==> config.mk <==
export PLATFORM = sky130hd
export DESIGN_NAME = left_shift_seq
export DESIGN_NICKNAME = d
export VERILOG_FILES = /design/src/rtl/left_shift_seq_pkg.sv /design/src/rtl/left_shift_stage.sv /design/src/rtl/left_shift_seq.sv
export SDC_FILE = /design/constraint.sdc
export NUM_CORES = 1
export LEC_CHECK = 0
export ABC_AREA = 1
export CAP_MARGIN = 20
export CORE_MARGIN = 8
export CORE_UTILIZATION = 45
export DETAILED_ROUTE_END_ITERATION = 12
export PLACE_DENSITY = 0.7
export SETUP_SLACK_MARGIN = 0.4
export SLEW_MARGIN = 5
export SYNTH_ARGS = -nofsm -noshare
export SYNTH_HDL_FRONTEND = slang
export SYNTH_HIERARCHICAL = 1
export SYNTH_SLANG_ARGS = --single-unit
==> constraint.sdc <==
create_clock -name clock -period 2.9 [get_ports clock]
set_input_delay 0.435 -clock clock [delete_from_list [all_inputs] [get_ports clock]]
set_output_delay 0.435 -clock clock [all_outputs]
set_load 0.03 [all_outputs]
==> src/rtl/left_shift_seq_pkg.sv <==
// Shared shift-path definitions: operand geometry, FSM encoding and barrel stage amounts.
package left_shift_seq_pkg;

    localparam int WIDTH      = 32;
    localparam int SHAMT_W    = 5;
    localparam int NUM_STAGES = 5;
    localparam int STAGE_W    = 3;

    localparam int STAGE_AMT_0 = 16;
    localparam int STAGE_AMT_1 = 8;
    localparam int STAGE_AMT_2 = 4;
    localparam int STAGE_AMT_3 = 2;
    localparam int STAGE_AMT_4 = 1;

    typedef enum logic {
        IDLE  = 1'b0,
        SHIFT = 1'b1
    } state_t;

    // Stage 0 handles the largest amount so amt is consumed MSB first.
    function automatic logic [SHAMT_W-1:0] stage_amt(input logic [STAGE_W-1:0] stage);
        case (stage)
            3'd0:    stage_amt = SHAMT_W'(STAGE_AMT_0);
            3'd1:    stage_amt = SHAMT_W'(STAGE_AMT_1);
            3'd2:    stage_amt = SHAMT_W'(STAGE_AMT_2);
            3'd3:    stage_amt = SHAMT_W'(STAGE_AMT_3);
            default: stage_amt = SHAMT_W'(STAGE_AMT_4);
        endcase
    endfunction

endpackage

==> src/rtl/left_shift_stage.sv <==
// One barrel stage: conditional zero-filling left shift by the amount selected by stage.
module left_shift_stage
    import left_shift_seq_pkg::*;
(
    input  logic [WIDTH-1:0]   din,
    input  logic [STAGE_W-1:0] stage,
    input  logic               en,
    output logic [WIDTH-1:0]   dout
);

    always_comb begin
        dout = din;
        if (en)
            dout = din << stage_amt(stage);
    end

endmodule

==> src/rtl/left_shift_seq.sv <==
// Multi-cycle 32-bit logical left shifter: one barrel stage per clock, start/done handshake.
module left_shift_seq #(
    parameter int WIDTH   = 32,
    parameter int SHAMT_W = 5
) (
    input  logic               clock,
    input  logic               reset,
    input  logic               start,
    input  logic [WIDTH-1:0]   data_operandA,
    input  logic [SHAMT_W-1:0] ctrl_shiftamt,
    output logic               ready,
    output logic               done,
    output logic [WIDTH-1:0]   result
);
    import left_shift_seq_pkg::*;

    state_t               state_q, state_d;
    logic [WIDTH-1:0]     acc;
    logic [WIDTH-1:0]     stage_out;
    logic [SHAMT_W-1:0]   amt;
    logic [STAGE_W-1:0]   stage;
    logic [STAGE_W-1:0]   bit_sel;
    logic                 last_stage;

    assign bit_sel    = STAGE_W'(SHAMT_W - 1) - stage;
    assign last_stage = (stage == STAGE_W'(NUM_STAGES - 1));
    assign ready      = (state_q == IDLE);

    left_shift_stage u_stage (
        .din   (acc),
        .stage (stage),
        .en    (amt[bit_sel]),
        .dout  (stage_out)
    );

    always_comb begin
        state_d = state_q;
        case (state_q)
            IDLE:    if (start) state_d = SHIFT;
            SHIFT:   if (last_stage) state_d = IDLE;
            default: state_d = IDLE;
        endcase
    end

    always_ff @(posedge clock) begin
        if (reset) begin
            state_q <= IDLE;
            acc     <= '0;
            amt     <= '0;
            stage   <= '0;
            result  <= '0;
            done    <= 1'b0;
        end else begin
            state_q <= state_d;
            done    <= 1'b0;
            case (state_q)
                IDLE: begin
                    if (start) begin
                        acc   <= data_operandA;
                        amt   <= ctrl_shiftamt;
                        stage <= '0;
                    end
                end
                SHIFT: begin
                    acc <= stage_out;
                    if (last_stage) begin
                        // Final stage output goes straight to result so done lines up with it.
                        result <= stage_out;
                        done   <= 1'b1;
                        stage  <= '0;
                    end else begin
                        stage <= stage + STAGE_W'(1);
                    end
                end
                default: ;
            endcase
        end
    end

endmodule

After elaboration in Yosys (flattened, before gate mapping)
Index checks and enable logic that the tools add are counted.

Output and inout port bits: 34. Latch bits: 0. ROM bits: 0. Bits in registers: 74. Memories kept: 0. Bits in writable memories: 0.

Equality and inequality tests: 5. Add/sub/neg operators: 2. Magnitude comparators: 1. Shifts and indexed selects: 1. Bitwise operators: 1. Multiply operators: 0. Reductions and logical operators: 4. Div/mod/pow operators: 0. Multiplexer cells: 14.

Operators by type and width (number): $mux 32 (2); $pmux 32 s2 (1); $shl 32x5->32 (1); $pmux 5 s4 (1); $eq 3x2->1 const B (2); $mux 3 (2); $pmux 3 s2 (1); $mux 5 (1); $lt 3x4->1 const B (1); $mux 1 (4); $reduce_and 2->1 (2); $add 3x1->3 const B (1); $bmux 1 s3 (1); $eq 3x1->1 const B (1); $eq 3x3->1 const B (1); $logic_not 3->1 (1); $sub 3x3->3 const A (1); $ne 2x2->1 const B (1); $pmux 1 s2 (1); $reduce_or 2->1 (1); $not 1->1 (1).

Depth between registers and ports, before layout
Gate-level depths: netlist of run 1.

Depth after elaboration: 7. Gate-level depth with buffers: 20.

By module
The synthesis of run 1 kept the hierarchy.

Modules (own cells, without submodules): left_shift_seq (times used 1, area an instance 3288.2 sq um, sequential area each 1481.4 sq um, cells each 457); left_shift_stage (times used 1, area an instance 2199.6 sq um, sequential area each 0.0 sq um, cells each 473).

Worst setup path after synthesis of run 1
Ideal clock, no wire load.

Kind: reg2reg. Start: register stage[0]. End: register result[2]. Library setup time: 0.070 ns. Arrival: 2.207 ns. Path buffers: 3. Required time: 2.830 ns. Setup slack: 0.623 ns. Cell stages (with the launch flop): 17. Cell sequence: dfxtp_1 > inv_1 > ha_1 > buf_2 > inv_1 > nand2_1 > nand2_1 > nand3_1 > nand2_1 > buf_4 > inv_2 > buf_2 > nor2_1 > nand2_1 > o32ai_1 > nand4_1 > a21oi_1.

Cells in the longest elaborated chain, start to end: 5.

RTL lines: start: declaration (RTL line left_shift_seq.sv:21) `logic [STAGE_W-1:0] stage;`; start signal: assignment (RTL line left_shift_seq.sv:72) `stage <= stage + STAGE_W'(1);`; $eq 3x2->1, or another cell as far along (RTL line left_shift_seq_pkg.sv:22) `case (stage)`; $pmux 5 s4 (RTL line left_shift_seq_pkg.sv:22); $mux 5 (RTL line left_shift_stage.sv:13) `if (en)`; $shl 32x5->32 (RTL line left_shift_stage.sv:14) `dout = din << stage_amt(stage);`; $mux 32 (*) (RTL line left_shift_stage.sv:13); via stage_out[2] (RTL line left_shift_seq.sv:19) `logic [WIDTH-1:0] stage_out;`; end signal: assignment (RTL line left_shift_seq.sv:68) `result <= stage_out;`; end: declaration (RTL line left_shift_seq.sv:13) `output logic [WIDTH-1:0] result`.

The timed path passes the listed nets; every way through them passes the cells marked *. The select of a mux whose other input is x is not followed. A chain may end at the register's enable or synchronous reset.

Final worst setup path of run 1
Start: register stage[0]. End: register acc[25].

Cells in the longest elaborated chain, start to end: 6.

RTL lines: $eq 3x2->1, or another cell as far along (RTL line left_shift_seq_pkg.sv:22); $pmux 5 s4 (RTL line left_shift_seq_pkg.sv:22); $mux 5 (RTL line left_shift_stage.sv:13); $shl 32x5->32 (RTL line left_shift_stage.sv:14); $mux 32 (*) (RTL line left_shift_stage.sv:13); via stage_out[25] (RTL line left_shift_seq.sv:19); $pmux 32 s2 (*) (RTL line left_shift_seq.sv:56) `case (state_q)`; end signal: assignment (RTL line left_shift_seq.sv:59) `acc <= data_operandA;`; end signal: assignment (RTL line left_shift_seq.sv:65) `acc <= stage_out;`; end: declaration (RTL line left_shift_seq.sv:18) `logic [WIDTH-1:0] acc;`.

Marks and branches as above.

==> metrics.yaml, run 1 <==
global_routing:
  first_global_vias: 5799
  grt.overflow.total: 0
  antenna_found_initial: 0
  grt_pass1_wl_um: 30700
  track_usage_pct: 23.4
  grt_max_degree: 42
setup_path:
  startpoint: "stage[0]"
  path_depth: 14
  cp-start-kind: "flip-flop"
  slowest_delay_ps: 340
  reg2reg_to: "acc[25]"
  cp_slowest_cell: "nand2_4"
  cp.required_ps: 3140
  crit_end: "acc[25]"
  critical_path.cell_chain: "buf_4, inv_2, nand2_4, nand2_1, inv_2, nand2_1, nand4_1, nand2_1, inv_1, nand2_1, nand2_1, nand3_1, nand2_1, inv_1"
  cp_data_arrival_time_ps: 2570
  r2r-start: "stage[0]"
  worst_setup_path_end_kind: "flip-flop"
  rrSetupSlack_ps: 560
  reg2reg_depth: 14
  crit_top_cell: "nand2_1"
  cp_top_family: "simple AND/OR/NAND/NOR gates"
  crit_type: "reg -> reg"
  path_max_fanout: 23
  cp_num_buf_inv: 5
power_and_ir_drop:
  peakVddDrop_v: 0.000304
  p_leak_nw: 2.98
  power_density_nw_per_um2: 449
run:
  timing.max_cap.violations: 0
logic_synthesis:
  netlist-cell-type-count: 30
  ys_seq_area_share_pct: 27.0
  syn_inst: 930
  synth_area_leaders: "dfxtp_1, nand2_1, nand3_1"
  ys_ff_latch: 74
  syn_nets: 973
  synth_top_area_share_pct: 27.0
  syn-mean-instance-area_um2: 5.90
  synth-edff-count: 0
  synth_common_cells: "nand2_1, nand3_1, inv_1"
  ys_warn_count: 6
  ys.flop_type: "dfxtp_1"
  synth_async_sr_flop_share_pct: 0
  synth_area_um2: 5490
  synth_most_common_cell: "nand2_1"
  synth_largest_area_cell: "dfxtp_1"
timing:
  fmax_ghz: 0.428
  fin_crit_ps: 2340
  clock_skew_ps: 6.71
  fin_ws_ps: 564
  setup-tns-final_ps: 0
  setup_viol: 0
  final-max-slew-violation-count: 0
  rsz0062_at_grt: "yes"
  tightest_slew_ps: 551
  slew_headroom_pct: 63.3
  holdWs_ps: 467
  hold_viol_final: 0
  finalCritPeriodShare_pct: 80.5
outcome:
  status: "completed"
clock_network:
  cts_tree: "built"
  numCtsBuffers: 9
  clk_pin_slew_ps: 60
  cts_buffer_depth: 2
  clk_latency_ps: 340
  htree_num_levels: 3
  root_buffer: "clkbuf_16"
  postCtsSetupRepairBufs: 0
  cts.sinks: 74
place:
  dp.final_hpwl_um: 13900
  pre_cts_ws_ps: 455
  port_buffers: 73
  post_dp_cell_area_um2: 6140
  gp_congestion: 0.991
floorplanning:
  num_io_pins: 74
  die_x_um: 126
  placementRows: 40
  die_area_um2: 16000
  die_y_um: 126
  core_area_um2: 12000
  start_util_pct: 45.9
drt:
  drtAntennaViolNets: 0
  wl_um: 18900
  vias: 6310
  routedWlPerCell_um: 16.8
  drt_first_iter_violations: 742
  drtPass1Iterations: 6
  post-route-drc-count: 0
  viasPerCell: 5.61
final_layout:
  area_growth_pct: 17.4
  multi_input_area_um2: 3240
  diodes: 0
  n_fill_cell: 1222
  post_route_cells_drive_above_1_share_pct: 7.37
  fin_area_um2: 6440
  final_util_pct: 53.9
  seqCellArea_um2: 1490
  nets: 1015
worst_hold_path:
  hold_path.class: "reg -> reg"
state kept, by name, summed over array words and instances, names as in the netlist:
register and count:
amt 5, state_q 1, done 1, stage 3, acc 32, result 32
metal layers:
metal / global-route usage, % / part of all wire [%] / up-vias
li1: - / - / 3095
met1: 32.4 / 46 / 2849
met2: 34.5 / 42 / 329
met3: 5.78 / 9.9 / 37
met4: 7.78 / 2.3 / 0
met5: 0 / 0 / -
cells in the final DEF, fill, tap and decap left out, drive strengths merged:
| cell type | count |
|---|---|
| clkdlybuf4s50 | 73 |
| nand3b | 1 |
| nor3 | 1 |
| a21oi | 42 |
| nand3 | 163 |
| clkbuf | 9 |
| o211ai | 3 |
| nand4 | 50 |
| nor2 | 33 |
| buf | 26 |
| o22ai | 4 |
| dfxtp | 74 |
| o21ai | 25 |
| ha | 3 |
| nand2 | 375 |
| inv | 89 |
| or2 | 1 |
| a21boi | 1 |
| o32ai | 1 |
| clkinv | 2 |
| clkinvlp | 1 |
worst min-delay path, stage by stage, from the launching register on:
cell and delay (ps):
dfxtp_1 310, nand2_1 60, a21oi_1 60
power by group:
| group | internal, W | switching [W] | total, W |
|---|---|---|---|
| sequential | 0.00106 | 0.0000448 | 0.00110 |
| combinational | 0.000232 | 0.000471 | 0.000702 |
| clock | 0.000595 | 0.000493 | 0.00109 |
| total | 0.00188 | 0.00101 | 0.00289 |
worst min-delay path by stage:
stage               startpoint         end  slack [ps]  cells past startpoint
floorplan               amt[0]      amt[0]         450                      2
global placement    result[19]  result[19]         450                      2
detailed placement  result[10]  result[10]         460                      2
CTS                 result[10]  result[10]         470                      2
global route        result[11]  result[11]         480                      2
finish              result[10]  result[10]         470                      2
cell families (layout without fill, tap and decap cells):
family                   after synthesis  in the layout  share of synthesized area, %
buffers and inverters                153            200                          14.2
adder cells (fa/ha/maj)                3              3                         0.684
AO/OA/AOI/OAI                         76             76                          7.41
flip-flops                            74             74                          27.0
AND/OR/NAND/NOR                      624            624                          50.8
final cells by class:
cell class	instances	share of cell area, %
clock inverters	7	0.913
flip-flops and latches	74	23.1
inverters	85	4.99
repair buffers	99	14.4
multi-input cells	703	50.3
clock buffers	9	3.50
well taps	147	2.85
per-stage QoR:
stage          instances  power, W
6_report            1124   0.00289
5_1_grt             1124   0.00303
3_3_place_gp        1108   0.00181
4_1_cts             1124   0.00289
3_5_place_dp        1108   0.00181
2_1_floorplan        930   0.00161
repair_timing:
action,4_1_cts,5_1_grt
endpoints found under the setup margin,0,55
endpoints found under the hold margin,0,0
resized for setup,0,4
hold buffers,0,0
No activity file was read; power rests on OpenSTA's default activity.
==> inputs of run 2 (changes only) <==
- clock period: 2.9 -> 2.4 ns (I/O delays scaled with it)
==> metrics.yaml, run 2 (same netlist as run 1, synthesis figures left out) <==
outcome:
  status: "completed"
setup_path:
  crit_type: "reg -> reg"
  worst_setup_path_end_kind: "flip-flop"
  cp_data_arrival_time_ps: 2270  # -300 ps
  critical_path.cell_chain: "inv_6, ha_4, nor2_2, nand4_1, nand2_4, inv_6, nor2_4, buf_6, nand2_1, o21ai_2, nand4_1, a21oi_1"
  path_max_fanout: 6  # -74%
  slowest_delay_ps: 380  # +40 ps
  cp-start-kind: "flip-flop"
  cp.required_ps: 2660  # -480 ps
  cp_slowest_cell: "dfxtp_4"
timing:
  setup_viol: 0  # unchanged
  rsz0062_at_grt: "yes"
  setup-tns-final_ps: 0  # unchanged
  fmax_ghz: 0.499  # +17%
  clock_skew_ps: 10.4  # +3.69 ps
  fin_crit_ps: 2000  # -332 ps
  fin_ws_ps: 396  # -168 ps
  slew_headroom_pct: 62.5  # -0.73 points
  tightest_slew_ps: 562  # +11.0 ps
  hold_viol_final: 0  # unchanged
  finalCritPeriodShare_pct: 83.5  # +2.9 points
  final-max-slew-violation-count: 0  # unchanged
floorplanning:
  start_util_pct: 45.9  # unchanged
  core_area_um2: 12000  # unchanged
  die_x_um: 126  # unchanged
  die_y_um: 126  # unchanged
  die_area_um2: 16000  # unchanged
  placementRows: 40  # unchanged
  num_io_pins: 74  # unchanged
final_layout:
  reg_top3: "acc: 32 flops, result: 32 flops, amt: 5 flops"
  nets: 1054  # +3.8%
  final_cell_mix: "nand2_1, nand3_1, inv_1"
  post_route_cells_drive_above_1_share_pct: 18.3  # +11 points
  multi_input_area_um2: 3630  # +12%
  final_common_cell: "nand2_1"
  area_growth_pct: 35.8
  n_fill_cell: 1084  # -11%
  diodes: 0  # unchanged
  final_util_pct: 62.3  # +8.4 points
  seqCellArea_um2: 1490  # +0.50%
clock_network:
  cts.sinks: 74  # unchanged
  clk_pin_slew_ps: 60  # about the same
  postCtsHoldBufs: 0  # unchanged
  htree_num_levels: 3  # unchanged
  cts_tree: "built"
  clk_latency_ps: 340  # about the same
  root_buffer: "clkbuf_16"
  numCtsBuffers: 9  # unchanged
  cts_buffer_depth: 2  # unchanged
global_routing:
  grt_max_degree: 47  # +12%
  antenna_found_initial: 0  # unchanged
  first_global_vias: 5861  # +1.1%
  track_usage_pct: 23.7  # +0.28 points
  grt_pass1_wl_um: 30900  # +0.77%
  grt.overflow.total: 0  # unchanged
power_and_ir_drop:
  power_density_nw_per_um2: 531  # +18%
  peakVddDrop_v: 0.000527  # +73%
  p_leak_nw: 3.36  # +13%
place:
  pre_cts_ws_ps: 253  # -202 ps
  port_buffers: 73  # unchanged
  gp_congestion: 1.01  # +1.8%
  dp.final_hpwl_um: 13900  # +0.37%
drt:
  wl_um: 20500  # +8.7%
  drt_first_iter_violations: 967  # +30%
  vias: 6775  # +7.4%
  drtPass1Iterations: 6  # unchanged
  viasPerCell: 5.83  # +3.8%
  drtAntennaViolNets: 0  # unchanged
  routedWlPerCell_um: 17.7  # +5.0%
  post-route-drc-count: 0  # unchanged
worst_hold_path:
  hold_path.class: "reg -> reg"
run:
  timing.max_cap.violations: 0  # unchanged
## run 2: worst paths after layout
kind	to	slack, ps	cells after the start	start
worst max register to register	result[13]	400	12	stage[0]
worst min-delay path	result[3]	460	2	result[3]
worst max-delay path	result[13]	400	12	stage[0]
worst min register to register	result[3]	460	2	result[3]
## run 2: metrics by stage
step	hold WS (ps)	std cells	area [µm²]	total power, W
after floorplan	455	930	5510	0.00196
after global placement	454	1116	6250	0.00221
after detailed placement	456	1116	6250	0.00221
after CTS	465	1137	6790	0.00379
after global routing	479	1163	7450	0.00412
final	465	1163	7450	0.00395
## run 2: critical path, delay by kind of cell, from the launching register on
kind	cells	cell delay (ps)
compound gates	2	300
buf+inv	3	280
flops	1	380
simple gates	6	700
fa+ha+maj	1	250
## run 2: final cells by class
type	count	share of cell area, %
inverters	85	4.58
repair buffers	137	19.6
flip-flops and latches	74	20.0
clock buffers	10	3.07
clock inverters	6	1.51
multi-input cells	704	48.7
well taps	147	2.47
## run 2: power breakdown
group | switching (W) | leakage, nW | total, W | internal, W
Combinational | 0.000673 | 2.59 | 0.00107 | 0.000398
Sequential | 0.0000615 | 0.605 | 0.00134 | 0.00128
Clock | 0.000525 | 0.167 | 0.00154 | 0.00102
Total | 0.00126 | 3.36 | 0.00395 | 0.00270
## run 2: repair_timing
item | CTS | global route
setup endpoints to repair | 57 | 62
resized for setup | 28 | 98
buffers inserted | 3 | 20
cloned | 2 | 6
pin swaps | 4 | 42
## run 2: metal layers
layer  up-vias  wire length (µm)  track usage, %
li1       3175                 -               -
met1      3111              8960            33.0
met2       405              8780            35.3
met3        84              1980            4.40
met4         0               809            8.99
met5         -                 0               0
